$ cat config.mk
export PLATFORM = sky130hd
export DESIGN_NAME = axi_lite_cmd_master
export DESIGN_NICKNAME = d
export VERILOG_FILES = /design/src/rtl/axi_lite_cmd_master.sv
export SDC_FILE = /design/constraint.sdc
export NUM_CORES = 1
export LEC_CHECK = 0
export ABC_AREA = 1
export BUFFER_PORTS_ARGS = -buffer_cell sky130_fd_sc_hd__buf_2
export CORE_UTILIZATION = 50
export DETAILED_ROUTE_END_ITERATION = 6
export PLACE_DENSITY = 0.91
export SETUP_SLACK_MARGIN = 0.02
export SYNTH_ARGS = -nofsm -noshare
export SYNTH_HDL_FRONTEND = slang
export SYNTH_SLANG_ARGS = --single-unit
$ cat constraint.sdc
create_clock -name ACLK -period 2.5 [get_ports ACLK]
set_clock_uncertainty 0.05 [all_clocks]
set_input_delay 0.375 -clock ACLK [delete_from_list [all_inputs] [get_ports ACLK]]
set_output_delay 0.375 -clock ACLK [all_outputs]
set_load 0.02 [all_outputs]
$ cat src/rtl/axi_lite_cmd_master.sv
// Single-outstanding AXI4-Lite master: one command in, one AXI write or read out, one response back.
// A cycle timeout answers for a silent slave, then drains the late handshakes before the next command.
module axi_lite_cmd_master #(
   parameter int unsigned P_ADDR_WIDTH     = 32,
   parameter int unsigned P_DATA_WIDTH     = 32,
   parameter int unsigned P_TIMEOUT_CYCLES = 1024
) (
   input  logic                      ACLK,
   input  logic                      ARESETn,
   // command stream
   input  logic                      cmd_valid,
   output logic                      cmd_ready,
   input  logic                      cmd_write,
   input  logic [P_ADDR_WIDTH-1:0]   cmd_addr,
   input  logic [P_DATA_WIDTH-1:0]   cmd_wdata,
   input  logic [P_DATA_WIDTH/8-1:0] cmd_wstrb,
   // response stream
   output logic                      rsp_valid,
   input  logic                      rsp_ready,
   output logic                      rsp_write,
   output logic [P_DATA_WIDTH-1:0]   rsp_rdata,
   output logic [1:0]                rsp_resp,
   output logic                      rsp_timeout,
   // AXI4-Lite master
   output logic [P_ADDR_WIDTH-1:0]   m_axi_awaddr,
   output logic [2:0]                m_axi_awprot,
   output logic                      m_axi_awvalid,
   input  logic                      m_axi_awready,
   output logic [P_DATA_WIDTH-1:0]   m_axi_wdata,
   output logic [P_DATA_WIDTH/8-1:0] m_axi_wstrb,
   output logic                      m_axi_wvalid,
   input  logic                      m_axi_wready,
   input  logic [1:0]                m_axi_bresp,
   input  logic                      m_axi_bvalid,
   output logic                      m_axi_bready,
   output logic [P_ADDR_WIDTH-1:0]   m_axi_araddr,
   output logic [2:0]                m_axi_arprot,
   output logic                      m_axi_arvalid,
   input  logic                      m_axi_arready,
   input  logic [P_DATA_WIDTH-1:0]   m_axi_rdata,
   input  logic [1:0]                m_axi_rresp,
   input  logic                      m_axi_rvalid,
   output logic                      m_axi_rready
);

   localparam int unsigned CNT_W = (P_TIMEOUT_CYCLES == 0) ? 1 : $clog2(P_TIMEOUT_CYCLES + 1);

   typedef enum logic [2:0] {StIdle, StWr, StWrB, StRdAr, StRdR, StRsp, StDrain} state_e;

   state_e           state;
   logic             cmd_write_q;
   logic             aw_done;
   logic             w_done;
   logic             xfer_done;
   logic [CNT_W-1:0] tmo_cnt;

   logic aw_hs, w_hs, ar_hs, b_hs, r_hs;
   logic aw_fin, w_fin, busy, tmo_hit, tmo_fire;

   assign m_axi_awprot = 3'b000;
   assign m_axi_arprot = 3'b000;

   assign aw_hs  = m_axi_awvalid & m_axi_awready;
   assign w_hs   = m_axi_wvalid & m_axi_wready;
   assign ar_hs  = m_axi_arvalid & m_axi_arready;
   assign b_hs   = m_axi_bvalid & m_axi_bready;
   assign r_hs   = m_axi_rvalid & m_axi_rready;
   assign aw_fin = aw_done | aw_hs;
   assign w_fin  = w_done | w_hs;

   assign busy    = (state == StWr) || (state == StWrB) || (state == StRdAr) || (state == StRdR);
   // Fires on the edge that ends the P_TIMEOUT_CYCLES-th busy cycle.
   assign tmo_hit = (P_TIMEOUT_CYCLES != 0) &&
                    ((32'(tmo_cnt) + 32'd1) == P_TIMEOUT_CYCLES);
   // A real B/R arriving on the timeout edge wins over the timeout.
   assign tmo_fire = busy && tmo_hit && !((state == StWrB) && b_hs) &&
                     !((state == StRdR) && r_hs);

   always_ff @(posedge ACLK or negedge ARESETn) begin
      if (!ARESETn) begin
         state         <= StIdle;
         cmd_write_q   <= 1'b0;
         aw_done       <= 1'b0;
         w_done        <= 1'b0;
         xfer_done     <= 1'b0;
         tmo_cnt       <= '0;
         cmd_ready     <= 1'b1;
         rsp_valid     <= 1'b0;
         rsp_write     <= 1'b0;
         rsp_rdata     <= '0;
         rsp_resp      <= 2'b00;
         rsp_timeout   <= 1'b0;
         m_axi_awaddr  <= '0;
         m_axi_awvalid <= 1'b0;
         m_axi_wdata   <= '0;
         m_axi_wstrb   <= '0;
         m_axi_wvalid  <= 1'b0;
         m_axi_bready  <= 1'b0;
         m_axi_araddr  <= '0;
         m_axi_arvalid <= 1'b0;
         m_axi_rready  <= 1'b0;
      end else begin
         // Address/data channels retire on their own handshake in every state, DRAIN included.
         if (aw_hs) begin
            m_axi_awvalid <= 1'b0;
            aw_done       <= 1'b1;
         end
         if (w_hs) begin
            m_axi_wvalid <= 1'b0;
            w_done       <= 1'b1;
         end
         if (ar_hs) m_axi_arvalid <= 1'b0;

         if (busy && (tmo_cnt != '1)) tmo_cnt <= tmo_cnt + CNT_W'(1);

         case (state)
            StIdle: begin
               if (cmd_valid) begin
                  cmd_ready   <= 1'b0;
                  cmd_write_q <= cmd_write;
                  tmo_cnt     <= '0;
                  aw_done     <= 1'b0;
                  w_done      <= 1'b0;
                  xfer_done   <= 1'b0;
                  if (cmd_write) begin
                     m_axi_awaddr  <= cmd_addr;
                     m_axi_wdata   <= cmd_wdata;
                     m_axi_wstrb   <= cmd_wstrb;
                     m_axi_awvalid <= 1'b1;
                     m_axi_wvalid  <= 1'b1;
                     state         <= StWr;
                  end else begin
                     m_axi_araddr  <= cmd_addr;
                     m_axi_arvalid <= 1'b1;
                     state         <= StRdAr;
                  end
               end
            end
            StWr: begin
               if (aw_fin && w_fin) begin
                  m_axi_bready <= 1'b1;
                  state        <= StWrB;
               end
            end
            StWrB: begin
               if (b_hs) begin
                  m_axi_bready <= 1'b0;
                  rsp_valid    <= 1'b1;
                  rsp_write    <= 1'b1;
                  rsp_rdata    <= '0;
                  rsp_resp     <= m_axi_bresp;
                  rsp_timeout  <= 1'b0;
                  state        <= StRsp;
               end
            end
            StRdAr: begin
               if (ar_hs) begin
                  m_axi_rready <= 1'b1;
                  state        <= StRdR;
               end
            end
            StRdR: begin
               if (r_hs) begin
                  m_axi_rready <= 1'b0;
                  rsp_valid    <= 1'b1;
                  rsp_write    <= 1'b0;
                  rsp_rdata    <= m_axi_rdata;
                  rsp_resp     <= m_axi_rresp;
                  rsp_timeout  <= 1'b0;
                  state        <= StRsp;
               end
            end
            StRsp: begin
               if (rsp_ready) begin
                  rsp_valid <= 1'b0;
                  cmd_ready <= 1'b1;
                  state     <= StIdle;
               end
            end
            StDrain: begin
               if (b_hs) m_axi_bready <= 1'b0;
               if (r_hs) m_axi_rready <= 1'b0;
               if (b_hs || r_hs) xfer_done <= 1'b1;
               if (rsp_valid && rsp_ready) rsp_valid <= 1'b0;
               if ((xfer_done || b_hs || r_hs) && (!rsp_valid || rsp_ready)) begin
                  m_axi_bready <= 1'b0;
                  m_axi_rready <= 1'b0;
                  cmd_ready    <= 1'b1;
                  state        <= StIdle;
               end
            end
            default: state <= StIdle;
         endcase

         // Timeout overrides the per-state updates above; late B/R are swallowed in DRAIN.
         if (tmo_fire) begin
            rsp_valid    <= 1'b1;
            rsp_write    <= cmd_write_q;
            rsp_rdata    <= '0;
            rsp_resp     <= 2'b10;
            rsp_timeout  <= 1'b1;
            m_axi_bready <= cmd_write_q;
            m_axi_rready <= !cmd_write_q;
            state        <= StDrain;
         end
      end
   end

endmodule

Word-level counts from Yosys, hierarchy flattened --
Cells that the tools add are included.
Storage, ports and cells: flip-flop bits (word level) 161, word-level logic and storage cells 155, output and inout port bits 149, input bits 114
Cells by class: multiplexer cells 67, bitwise gates (word level) 8, reduce and logical (&&, ||, !) cells 37, $add $sub $neg 2, equality and inequality tests 20
Operators by type and width (number):
- $mux W32 | 3
- $pmux W32 S2 | 1
- $mux W1 | 39
- $mux W11 | 3
- $mux W3 | 8
- $ne A3 B3 Y1 const B | 7
- $pmux W3 S7 | 1
- $add A11 B1 Y12 const B | 1
- $eq A12 B11 Y1 const B | 1
- $reduce_and A3 Y1 | 4
- $add A11 B1 Y11 const B | 1
- $ne A11 B11 Y1 const B | 1
- $eq A3 B3 Y1 const B | 3
- $logic_and A1 B1 Y1 | 9
- $pmux W1 S3 | 3
- $mux W2 | 4
- $ne A2 B2 Y1 const B | 4
- $reduce_bool A4 Y1 | 2
- $logic_or A1 B1 Y1 | 7
- $reduce_and A7 Y1 | 1
- $eq A3 B2 Y1 const B | 2
- $pmux W1 S2 | 3
- $reduce_and A2 Y1 | 3
- $reduce_bool A3 Y1 | 2
- 13 further kinds | 21

Logic depth before layout (Yosys ltp) --
Gate-level depths: netlist of the first run.
word-level depth 9, depth in mapped cells 15, depth with buffers taken out 15

Worst setup path before layout of the first run --
OpenSTA, ideal clock, no wires.
kind reg-to-reg, start register tmo_cnt[1], end register rsp_rdata[0], path buffers 1, library setup time 0.118 ns, cell stages (with the launch flop) 16, period minus slack after synthesis 1.975 ns, arrival time 1.807 ns, slack 0.525 ns, data required time 2.332 ns, cells stage by stage dfrtp_1 > ha_1 > nand2_2 > nor2_4 > nand2_1 > nand2_1 > nand2_1 > inv_1 > nand2_1 > nor2_2 > nand3_4 > nand2_2 > nand2_4 > buf_6 > nand2_2 > o21ai_2
On the way: longest elaborated chain between the ends 7, elaborated cells on any way between the ends 10, classes of those cells add/sub (1); eq/ne (3); mux (1); reduce/logical (5)
Ends and longest elaborated chain:
- start: declaration | line 55 | logic [CNT_W-1:0] tmo_cnt;
- start signal: assignment | line 114 | if (busy && (tmo_cnt != '1)) tmo_cnt <= tmo_cnt + CNT_W'(1);
- $add A11 B1 Y12 * | line 74 | ((32'(tmo_cnt) + 32'd1) == P_TIMEOUT_CYCLES);
- $eq A12 B11 Y1 * | line 74
- $logic_and A1 B1 Y1 * (3 in series) | line 76 | assign tmo_fire = busy && tmo_hit && !((state == StWrB) && b_hs) &&
- $ne A3 B3 Y1 (no source line) or $reduce_bool A3 Y1 (tied branches)
- $reduce_and A3 Y1 (no source line)
- end signal: assignment | line 167 | rsp_rdata <= m_axi_rdata;
- end: declaration | line 21 | output logic [P_DATA_WIDTH-1:0] rsp_rdata,
Mark *: on every way between the ends. The rest lies on a longest branch, timed or not. A chain may end at the register's enable or synchronous reset.

Worst setup path in the final report of the first run --
start register tmo_cnt[1], end register rsp_rdata[22]
Same word-level chain as after synthesis.

==> implementation parameters, run 1 <==
Parameter                              Value

Clock network
  Number of buffers between clock root and the deepest sink ... 2
  H-tree depth ... 4
  CTS clock-pin slew for the worst setup and hold paths ... 0.06 ns
  Root Driver ... sky130_fd_sc_hd__clkbuf_16
  Post CTS Setup Buffer Count ... 0
  Clock Latency Late Sink ... 0.41 ns
  Number of sinks on the clock net ... roughly 160
  Total clock buffers created by CTS ... 17
  CTS tree ... built

Placement
  Port-buffer cells ... 256
  Setup Slack @ Placement ... 0.0678 ns
  Global placement routability congestion ... approximately 0.84
  Post-detailed-placement cell area ... 0.00857 sq mm
  Detailed Place HPWL ... 12.4 mm

Pwr
  Sequential share of power ... 0.361
  Fraction of power spent switching nets ... 0.429
  Proportion of power drawn by the clock network ... 0.194
  Worst ir drop on vdd ... 0.652 mV
  Switching power ... 5.37 mW
  Combinational Power Share ... 0.445
  Pint ... roughly 7 mW
  Total power divided by cell area ... 1360 mW/mm^2
  Cell leakage power ... 4.96 nW

Layout
  Fill cell total of the finished layout ... 1108
  Number of nets in the layout ... 1110
  Most common cell after layout, fill and taps aside ... sky130_fd_sc_hd__buf_2
  N_diodes ... 0
  Fin area ... 0.00917 sq mm
  Area added between synthesis and finish ... 28.6%
  Ratio of cells with drive above 1 in the final layout ... 0.417
  Most frequent cells in the layout ... sky130_fd_sc_hd__buf_2 (255), sky130_fd_sc_hd__dfrtp_1 (160), sky130_fd_sc_hd__nand2_1 (149)

GRT
  GR Util met2 ... 0.419
  GRT Util Overall ... 0.239
  Largest net degree at the start of global routing ... 95
  First-pass GRT wire length ... about 27 mm
  Number of antenna violations at the first check in global routing ... 0
  Vias in the first global route ... ~5800
  Met1 Resource Use GR ... 0.282
  Peak-usage layer in the global routing report ... met2
  Overflow left after global routing ... 0
  Met3 routing resource usage after global routing ... 0.0498

Floorplanning
  Die X ... roughly 120 um
  CORE AREA ... 0.0139 sq mm
  Initial cell density of the core ... 0.514
  Std cell rows ... 43
  DIE AREA ... 0.0147 sq mm
  Floorplan die height ... 121 um
  Number of I/O pins ... 263

Logic synthesis
  Proportion of synthesized chip area in sequential cells ... 0.565
  Synthesized area per cell ... between 9 and 10 sq um
  Cell variety after synth ... 32
  Post-synthesis instance area ... 0.00713 sq mm
  Instance count of the mapped netlist ... 740
  Number of warning messages in the yosys log ... 0
  Flop and latch count out of synthesis ... ~160

Flow run
  Max Cap Violations ... 0

Worst setup path
  Number of buffers and inverters on the critical path ... 1
  Sequence of cells on the critical path ... ha_1 > nand2_2 > nor2_4 > nand3_1 > nand2_1 > nand2_1 > nor2_2 > nand2_1 > nand3_2 > nand2_4 > clkbuf_16 > nand2_2 > o21ai_2
  Type of element launching the critical path ... register
  Crit path DAT ... 2.51 ns
  Type of element capturing the critical path ... register
  Largest incremental delay on the critical path ... 0.41 ns
  Slowest library cell on the worst path ... sky130_fd_sc_hd__dfrtp_1
  Cell type with the highest occurrence count on the critical path ... sky130_fd_sc_hd__nand2_1
  Biggest fanout along the worst timing path ... 35
  Required time of the worst setup path ... roughly 2.8 ns
  Cell family with most CP delay ... simple AND/OR/NAND/NOR gates
  Category of the critical setup timing path ... reg2reg

STA
  Ratio of final minimum period to clock period ... 0.903
  Count of final max-slew check failures ... 0
  Highest attainable clock frequency ... 443 MHz
  Worst slew slack as a fraction of its limit ... 0.614
  Fin. Hold Viols ... 0
  Min Tclk post-route ... approximately 2.3 ns
  Post-route setup TNS ... 0 ns
  Least setup slack across all paths after layout ... 0.241 ns
  Unrepaired setup endpoints after global routing ... false
  Count of endpoints failing setup in the final report ... 0
  Measured slew at the worst slew-check pin ... 0.578 ns

Route
  Vias post-DR ... ~6100
  Detailed Routing Iterations Pass 1 ... 5
  Vias per inst ... 5.14
  Detailed Route WL ... 17.5 mm
  Detailed Route Iter0 Violations ... 460
  Routed len/inst ... approximately 15 um
  Antenna Nets Post-Route ... 0
  Number of remaining DRC errors ... 0

Worst hold path
  Min-delay worst type ... in2reg

Run status
  Run status ... finished, final reports clean
==> cells by family after synthesis <==
family / after synthesis / synth area share
AOI/OAI and AO/OA: 143 / 0.121
adders and majority gates: 2 / 0.00351
buffers and inverters: 115 / 0.0724
DFF: 161 / 0.565
muxes: 36 / 0.0568
other: 1 / 0.000526
and+or+nand+nor: 282 / 0.181
==> worst register-to-register path: cells and delay by family (launching register included) <==
kind            cells  cell delay, ns
buf+inv             1            0.24
flops               1            0.41
compound gates      1            0.05
fa+ha+maj           1            0.25
simple gates       10            1.15
==> power groups by stage <==
stage	clock [mW]	sequential [mW]	combinational, mW
after floorplan	0	5.74	2.48
after global placement	0	4.46	5.33
after detailed placement	0	4.54	5.49
after CTS	2.47	4.51	5.51
after global routing	2.58	4.66	6.09
final	2.42	4.52	5.57
==> cells in the mapped netlist <==
library cell               instances  share of area
sky130_fd_sc_hd__dfrtp_1         160           0.56
sky130_fd_sc_hd__nand2_1         150          0.079
sky130_fd_sc_hd__o21ai_0          86          0.060
sky130_fd_sc_hd__inv_1            73          0.038
sky130_fd_sc_hd__nand3_1          55          0.039
sky130_fd_sc_hd__nand2_2          37          0.032
sky130_fd_sc_hd__mux2_2           36          0.057
sky130_fd_sc_hd__o21ai_2          33          0.041
sky130_fd_sc_hd__nor2_1           24          0.013
sky130_fd_sc_hd__clkbuf_1         16         0.0084
sky130_fd_sc_hd__a21oi_1          14         0.0098
sky130_fd_sc_hd__buf_2             8         0.0056
sky130_fd_sc_hd__buf_6             7          0.011
sky130_fd_sc_hd__buf_4             6         0.0063
sky130_fd_sc_hd__buf_1             4         0.0021
sky130_fd_sc_hd__nor2_2            4         0.0035
sky130_fd_sc_hd__a211oi_1          3         0.0032
sky130_fd_sc_hd__nand3_2           3         0.0042
sky130_fd_sc_hd__nand4_1           3         0.0026
sky130_fd_sc_hd__nor3_1            3         0.0021
sky130_fd_sc_hd__a21o_1            2         0.0021
sky130_fd_sc_hd__ha_1              2         0.0035
sky130_fd_sc_hd__o21bai_1          2         0.0021
sky130_fd_sc_hd__conb_1            1        0.00053
sky130_fd_sc_hd__dfstp_2           1         0.0037
sky130_fd_sc_hd__inv_2             1        0.00053
sky130_fd_sc_hd__nand2_4           1         0.0016
sky130_fd_sc_hd__nand3_4           1         0.0025
sky130_fd_sc_hd__nor2_4            1         0.0016
sky130_fd_sc_hd__o21a_1            1         0.0011
sky130_fd_sc_hd__o22ai_1           1        0.00088
sky130_fd_sc_hd__o31ai_1           1         0.0011
==> final timing paths <==
kind | slack [ns] | end | from | depth (start not counted)
worst max-delay path | 0.24 | rsp_rdata[22] | tmo_cnt[1] | 13
worst min-delay path | 0.13 | m_axi_wvalid | m_axi_wready | 2
worst max register to register | 0.24 | rsp_rdata[22] | tmo_cnt[1] | 13
worst min register to register | 0.41 | cmd_ready | cmd_ready | 2
max in group asynchronous | 1.25 | rsp_rdata[6] | ARESETn | 3
min in group asynchronous | 0.44 | m_axi_araddr[30] | ARESETn | 2
==> sequential cells by signal, indices dropped and copies added (netlist names) <==
signal and cells:
rsp_write 1, rsp_rdata 32, cmd_write_q 1, rsp_valid 1, m_axi_arvalid 1, xfer_done 1, m_axi_wvalid 1, m_axi_wstrb 4
m_axi_rready 1, tmo_cnt 11, m_axi_araddr 32, state 3, rsp_resp 2, m_axi_awaddr 32, w_done 1, cmd_ready 1
aw_done 1, rsp_timeout 1, m_axi_bready 1, m_axi_awvalid 1, m_axi_wdata 32
==> final cells by class <==
cell class	count	area [sq um]	area share
clock buffer	19	443	0.0483
clock inverter	12	110	0.0120
inverter	74	278	0.0303
multi-input combinational	469	2620	0.285
sequential	161	4030	0.439
tap	180	225	0.0246
timing repair buffer	271	1470	0.160
==> repair_timing <==
action,in CTS,in global routing
setup endpoints to repair,0,11
hold buffers,1,0
hold endpoints to repair,51,0
resized for setup,0,3
==> stage by stage <==
step | power [mW] | instances | hold slack (ns) | utilization
after floorplan | 8.23 | 745 | 0.0294 | -
after global placement | 9.79 | 1153 | 0.325 | 0.618
after detailed placement | 10.0 | 1153 | 0.322 | 0.618
after CTS | 12.5 | 1185 | 0.114 | 0.658
after global routing | 13.3 | 1186 | 0.128 | 0.661
final | 12.5 | 1186 | 0.126 | 0.661
==> metal layers <==
metal	up-vias	wire length, um
met5	-	0
met4	0	543
met3	51	962
met2	244	9150
met1	2911	6850
li1	2892	-
No activity file was read; power rests on OpenSTA's default activity.
==> inputs of run 2 (changes only) <==
clock period = 2.27 ns   (was 2.5 ns; I/O delays follow)
==> run 2 against run 1 <==
Effect of this change: power rose by 14%; die area is the same; worst hold slack got worse by 0.055 ns; clock power rose by 15%; utilization grew 2.0 points; global-route usage about the same; via count grew 2.2%; register-to-register slack got worse by 0.13 ns; largest cell class unchanged; highest routed layer unchanged.
==> implementation parameters, run 2 (synthesis results as in run 1) <==
Parameter                              Value

STA
  Min Tclk post-route ... 2.16 ns
  Highest attainable clock frequency ... 464 MHz
  Post-route setup TNS ... 0 ns
  Fin. Hold Viols ... 0
  Worst slew slack as a fraction of its limit ... 0.613
  Least setup slack across all paths after layout ... ~0.11 ns
  Unrepaired setup endpoints after global routing ... true
  Ratio of final minimum period to clock period ... 0.950
  Count of endpoints failing setup in the final report ... 0
  Measured slew at the worst slew-check pin ... 0.581 ns
  Count of final max-slew check failures ... 0

Clock network
  H-tree depth ... 4
  Number of buffers between clock root and the deepest sink ... 2
  Total clock buffers created by CTS ... 17
  CTS clock-pin slew for the worst setup and hold paths ... 0.06 ns
  CTS tree ... built
  Root Driver ... sky130_fd_sc_hd__clkbuf_16
  Number of sinks on the clock net ... between 150 and 200
  Clock Latency Late Sink ... 0.42 ns

Layout
  Most common cell after layout, fill and taps aside ... sky130_fd_sc_hd__buf_2
  Ratio of cells with drive above 1 in the final layout ... 0.435
  Most frequent cells in the layout ... sky130_fd_sc_hd__buf_2 (255), sky130_fd_sc_hd__dfrtp_1 (158), sky130_fd_sc_hd__nand2_1 (143)
  N_diodes ... 0
  Area added between synthesis and finish ... 32.5%
  Number of nets in the layout ... 1126
  Fill cell total of the finished layout ... 1039
  Finished Layout Cells ... ~1200

Worst setup path
  Type of element launching the critical path ... register
  Largest incremental delay on the critical path ... 0.51 ns
  Crit Reg-Reg Startpoint ... tmo_cnt[2]
  Crit path DAT ... approximately 2.4 ns
  Number of buffers and inverters on the critical path ... 1
  Required time of the worst setup path ... 2.56 ns
  Biggest fanout along the worst timing path ... 16
  Critical Path Start ... tmo_cnt[2]
  Cell type with the highest occurrence count on the critical path ... sky130_fd_sc_hd__nand2_2
  Category of the critical setup timing path ... reg2reg
  Cell family with most CP delay ... simple AND/OR/NAND/NOR gates
  Sequence of cells on the critical path ... nand2_2 > nor2_4 > nand2_2 > nand2_2 > nand2_1 > nor2_1 > nand2_1 > nor2_4 > nand3_4 > nand2_4 > nand2_8 > clkbuf_16 > o21ai_2
  Slowest library cell on the worst path ... sky130_fd_sc_hd__dfrtp_1
  Type of element capturing the critical path ... register

Route
  Vias per inst ... 5.18
  Detailed Route WL ... 18.0 mm
  Routed len/inst ... 14.9 um
  Number of remaining DRC errors ... 0
  Vias post-DR ... 6231
  Detailed Routing Iterations Pass 1 ... 5
  Detailed Route Iter0 Violations ... 519
  Antenna Nets Post-Route ... 0

Floorplanning
  CORE AREA ... between 0.01 and 0.015 sq mm
  DIE AREA ... 0.0147 sq mm
  Die X ... 121 um
  Std cell rows ... 43
  Initial cell density of the core ... 0.514
  Number of I/O pins ... 263
  Floorplan die height ... 121 um

GRT
  Largest net degree at the start of global routing ... between 70 and 80
  First-pass GRT wire length ... between 20 and 30 mm
  GRT Util Overall ... 0.239
  Overflow left after global routing ... 0
  Vias in the first global route ... 5763
  Number of antenna violations at the first check in global routing ... 0

Placement
  Detailed Place HPWL ... between 10 and 15 mm
  Global placement routability congestion ... 0.833
  Port-buffer cells ... 256
  Setup Slack @ Placement ... 0.147 ns
  Instance count after placement with tap cells included ... approximately 1200

Worst hold path
  Min-delay worst type ... in2reg
  Min-delay src ... m_axi_wready

Flow run
  Max Cap Violations ... 0

Pwr
  Total power divided by cell area ... approximately 1500 mW/mm^2
  Cell leakage power ... 5.06 nW
  Worst ir drop on vdd ... 0.767 mV

Run status
  Run status ... finished, final reports clean
[run 2: cell count changes in the layout (fill, tap and decap cells not counted), sizes merged]
cell	previous run	this run
buf	269	282
nand3	59	60
clkbuf	20	23
bufinv	1	2
clkinvlp	1	5
clkinv	7	2
[run 2: area by class of cell]
class	count	area, sq um	share of cell area
Clock buffer	20	437	0.0462
Timing Repair Buffer	286	1650	0.174
Multi-Input combinational cell	470	2700	0.285
Inverter	74	278	0.0294
Tap cell	180	225	0.0238
Sequential cell	161	4030	0.427
Clock inverter	12	134	0.0142
[run 2: metal layers]
metal,wire (um),GRT usage
met5,0,0
met4,490,0.0988
met3,1110,0.0644
met2,9410,0.416
met1,6960,0.277
[run 2: power breakdown]
group | internal [mW] | leakage (nW) | switching [mW] | total, mW
logic | 2.38 | 2.77 | 4.12 | 6.50
clock network | 1.62 | 0.263 | 1.16 | 2.78
registers | 4.17 | 2.03 | 0.823 | 4.99
total | 8.18 | 5.06 | 6.10 | 14.3
[run 2: stage by stage]
step	hold slack, ns	utilization	power, mW	area [sq um]
6_report	0.0705	0.681	14.3	9450
4_1_cts	0.0568	0.665	13.9	9220
3_5_place_dp	0.307	0.623	11.1	8640
5_1_grt	0.0736	0.681	15.2	9450
2_1_floorplan	-0.00509	-	9.06	7150
3_3_place_gp	0.311	0.623	10.9	8640
[run 2: worst paths after layout]
| kind | endpoint | cells past startpoint | slack (ns) |
|---|---|---|---|
| hold / removal | m_axi_wvalid | 2 | 0.07 |
| hold reg to reg | cmd_ready | 2 | 0.42 |
| max in group asynchronous | m_axi_wdata[16] | 3 | 1.07 |
| min in group asynchronous | m_axi_awaddr[26] | 2 | 0.41 |
| setup reg to reg | rsp_rdata[27] | 13 | 0.11 |
| setup / recovery | rsp_rdata[27] | 13 | 0.11 |
[run 2: repair_timing]
item / CTS / global route
buffers inserted: 0 / 6
resized for setup: 0 / 22
hold buffers: 1 / 0
endpoints found under the hold margin: 57 / 0
endpoints found under the setup margin: 0 / 40
[run 2: worst register-to-register path: cells and delay by family (launching register included)]
kind	cells	cell delay (ns)
AOI/OAI and AO/OA	1	0.14
buffers and inverters	1	0.21
DFF	1	0.51
and+or+nand+nor	11	1.17
==> inputs of run 3 (changes only) <==
CTS_BUF_LIST = sky130_fd_sc_hd__clkbuf_4 sky130_fd_sc_hd__clkbuf_8 sky130_fd_sc_hd__clkbuf_16   (was unset)
==> run 3 against run 2 <==
Effect of this change: highest routed layer unchanged; final cell count is the same; worst hold slack gained 0.0035 ns; die area is the same; combinational power is essentially flat; maximum frequency shrank 0.48%; flip-flop and latch count is the same; sequential share of layout area shrank 0.051 points; sequential power is essentially flat; utilization grew 0.081 points; wire length is essentially flat; cell area grew 0.12%.
==> implementation parameters, run 3 (synthesis results as in run 1) <==
Parameter                              Value

Worst setup path
  Worst reg-to-reg setup slack ... roughly 0.10 ns
  Type of element capturing the critical path ... register
  Cell count along the critical path ... 13
  Capture point of the worst path ... rsp_rdata[27]
  Sequence of cells on the critical path ... nand2_2 > nor2_4 > nand2_2 > nand2_2 > nand2_1 > nor2_1 > nand2_1 > nor2_4 > nand3_4 > nand2_4 > nand2_8 > clkbuf_16 > o21ai_2
  Critical Path Start ... tmo_cnt[2]
  Category of the critical setup timing path ... reg2reg
  Crit Reg-Reg Startpoint ... tmo_cnt[2]
  Biggest fanout along the worst timing path ... 16
  Largest incremental delay on the critical path ... 0.51 ns
  Type of element launching the critical path ... register
  Cell type with the highest occurrence count on the critical path ... sky130_fd_sc_hd__nand2_2
  Cell family with most CP delay ... simple AND/OR/NAND/NOR gates
  Slowest library cell on the worst path ... sky130_fd_sc_hd__dfrtp_1
  Worst Reg2Reg Path Length in Cells ... 13
  Required time of the worst setup path ... 2.56 ns
  Crit path DAT ... roughly 2.5 ns
  Number of buffers and inverters on the critical path ... 1
  Reg2Reg Capture Point ... rsp_rdata[27]

Pwr
  Fraction of power spent switching nets ... 0.426
  Total power divided by cell area ... 1510 mW/mm^2
  Power Total ... 14.3 mW
  Sequential share of power ... 0.349
  Worst ir drop on vdd ... 0.767 mV
  Proportion of power drawn by the clock network ... 0.197
  Combinational Power Share ... 0.454
  Cell leakage power ... roughly 5 nW
  Pint ... roughly 8.2 mW
  Switching power ... slightly above 6 mW

Layout
  Multi-input combinational cell area ... 0.00270 sq mm
  N_diodes ... 0
  Footprint of the flip-flops and latches ... 0.00403 sq mm
  Most frequent cells in the layout ... sky130_fd_sc_hd__buf_2 (255), sky130_fd_sc_hd__dfrtp_1 (158), sky130_fd_sc_hd__nand2_1 (143)
  Utilization after layout ... 0.682
  Fill cell total of the finished layout ... between 1000 and 1500
  Area added between synthesis and finish ... 32.7%
  Ratio of cells with drive above 1 in the final layout ... 0.438
  Number of nets in the layout ... ~1100
  Most common cell after layout, fill and taps aside ... sky130_fd_sc_hd__buf_2

Floorplanning
  CORE AREA ... between 0.01 and 0.015 sq mm
  Die X ... about 120 um
  Initial cell density of the core ... 0.514
  Std cell rows ... 43
  DIE AREA ... approximately 0.015 sq mm
  Floorplan die height ... about 120 um
  Number of I/O pins ... 263

Run status
  Run status ... finished, final reports clean

Route
  Detailed Route Iter0 Violations ... 536
  Wire length on met3 ... 1.14 mm
  Uppermost layer routed ... met4
  Antenna Nets Post-Route ... 0
  Number of remaining DRC errors ... 0
  Sum of met2 wire segment lengths after detailed routing ... 9.41 mm
  Routed metal-1 wirelength ... 6.94 mm
  Routed len/inst ... 14.9 um
  Detailed Routing Iterations Pass 1 ... 5
  Vias per inst ... just over 5
  Detailed Route WL ... 18.0 mm
  Vias post-DR ... 6247

STA
  Ratio of final minimum period to clock period ... 0.954
  Measured slew at the worst slew-check pin ... approximately 0.58 ns
  Count of final max-slew check failures ... 0
  Worst Hold Margin ... roughly 0.074 ns
  Highest attainable clock frequency ... between 400 and 500 MHz
  Worst slew slack as a fraction of its limit ... 0.615
  Fin. Hold Viols ... 0
  Min Tclk post-route ... 2.17 ns
  Count of endpoints failing setup in the final report ... 0
  Unrepaired setup endpoints after global routing ... true

Worst hold path
  Min-delay worst type ... in2reg
  Min-delay src ... m_axi_wready

Clock network
  Root Driver ... sky130_fd_sc_hd__clkbuf_16
  CTS clock-pin slew for the worst setup and hold paths ... 0.06 ns
  Total clock buffers created by CTS ... 17
  Number of buffers between clock root and the deepest sink ... 2
  Number of sinks on the clock net ... around 160
  H-tree depth ... 4
  Clock Latency Late Sink ... between 0.4 and 0.5 ns
  CTS tree ... built

Placement
  Global placement routability congestion ... ~0.83
  Detailed Place HPWL ... 12.3 mm
  Port-buffer cells ... 256

GRT
  GRT Util Overall ... 0.239
  First-pass GRT wire length ... 27.4 mm
  Vias in the first global route ... 5762
  Overflow left after global routing ... 0
  Largest net degree at the start of global routing ... 73
  Number of antenna violations at the first check in global routing ... 0

Flow run
  Max Cap Violations ... 0
run 3: cell counts in the layout (fill, tap and decap cells not counted):
No cell type changed its count.
run 3: how the worst min path moves through the flow:
stage	end	slack, ns	depth (start not counted)
finish	m_axi_wvalid	0.07	2
global route	m_axi_awvalid	0.08	2
CTS	m_axi_wvalid	0.06	2
detailed placement	m_axi_araddr[25]	0.31	1
global placement	m_axi_awaddr[30]	0.31	1
floorplan	aw_done	-0.005	0
run 3: final cells by class:
class                      instances  share of cell area
tap                              180              0.0238
clock buffer                      20              0.0473
sequential                       161               0.426
timing repair buffer             286               0.174
multi-input combinational        470               0.285
clock inverter                    12              0.0141
inverter                          74              0.0293
run 3: through the flow:
| step | cells | TNS, ns | setup slack, ns | cell area (sq um) |
|---|---|---|---|---|
| finish | 1203 | 0 | 0.103 | 9470 |
| global route | 1203 | -0.232 | -0.0261 | 9470 |
| CTS | 1192 | 0 | 0.0810 | 9240 |
| detailed placement | 1159 | 0 | 0.147 | 8640 |
| global placement | 1159 | 0 | 0.195 | 8640 |
| floorplan | 745 | 0 | 0.295 | 7150 |
run 3: worst register-to-register path, stage by stage, from the launching register on:
cell and delay [ns]:
sky130_fd_sc_hd__dfrtp_1 0.51, sky130_fd_sc_hd__nand2_2 0.12, sky130_fd_sc_hd__nor2_4 0.14, sky130_fd_sc_hd__nand2_2 0.07, sky130_fd_sc_hd__nand2_2 0.09, sky130_fd_sc_hd__nand2_1 0.07, sky130_fd_sc_hd__nor2_1 0.09, sky130_fd_sc_hd__nand2_1 0.09
sky130_fd_sc_hd__nor2_4 0.16, sky130_fd_sc_hd__nand3_4 0.13, sky130_fd_sc_hd__nand2_4 0.11, sky130_fd_sc_hd__nand2_8 0.10, sky130_fd_sc_hd__clkbuf_16 0.21, sky130_fd_sc_hd__o21ai_2 0.13
run 3: power groups by stage:
stage | clock network [mW] | logic, mW | registers (mW)
after floorplan | 0 | 2.73 | 6.33
after detailed placement | 0 | 6.13 | 4.96
after CTS | 2.86 | 6.17 | 4.95
after global placement | 0 | 5.96 | 4.90
after global routing | 3.00 | 7.05 | 5.14
final | 2.82 | 6.50 | 4.99
run 3: layer usage:
metal / up-vias / global-route usage
li1: 2943 / -
met1: 2973 / 0.277
met2: 281 / 0.415
met3: 50 / 0.0620
met4: 0 / 0.102
met5: - / 0
run 3: repair_timing:
item,CTS,global route
setup buffers,0,6
hold endpoints to repair,57,0
hold buffers,1,0
setup endpoints to repair,0,40
resized for setup,0,22
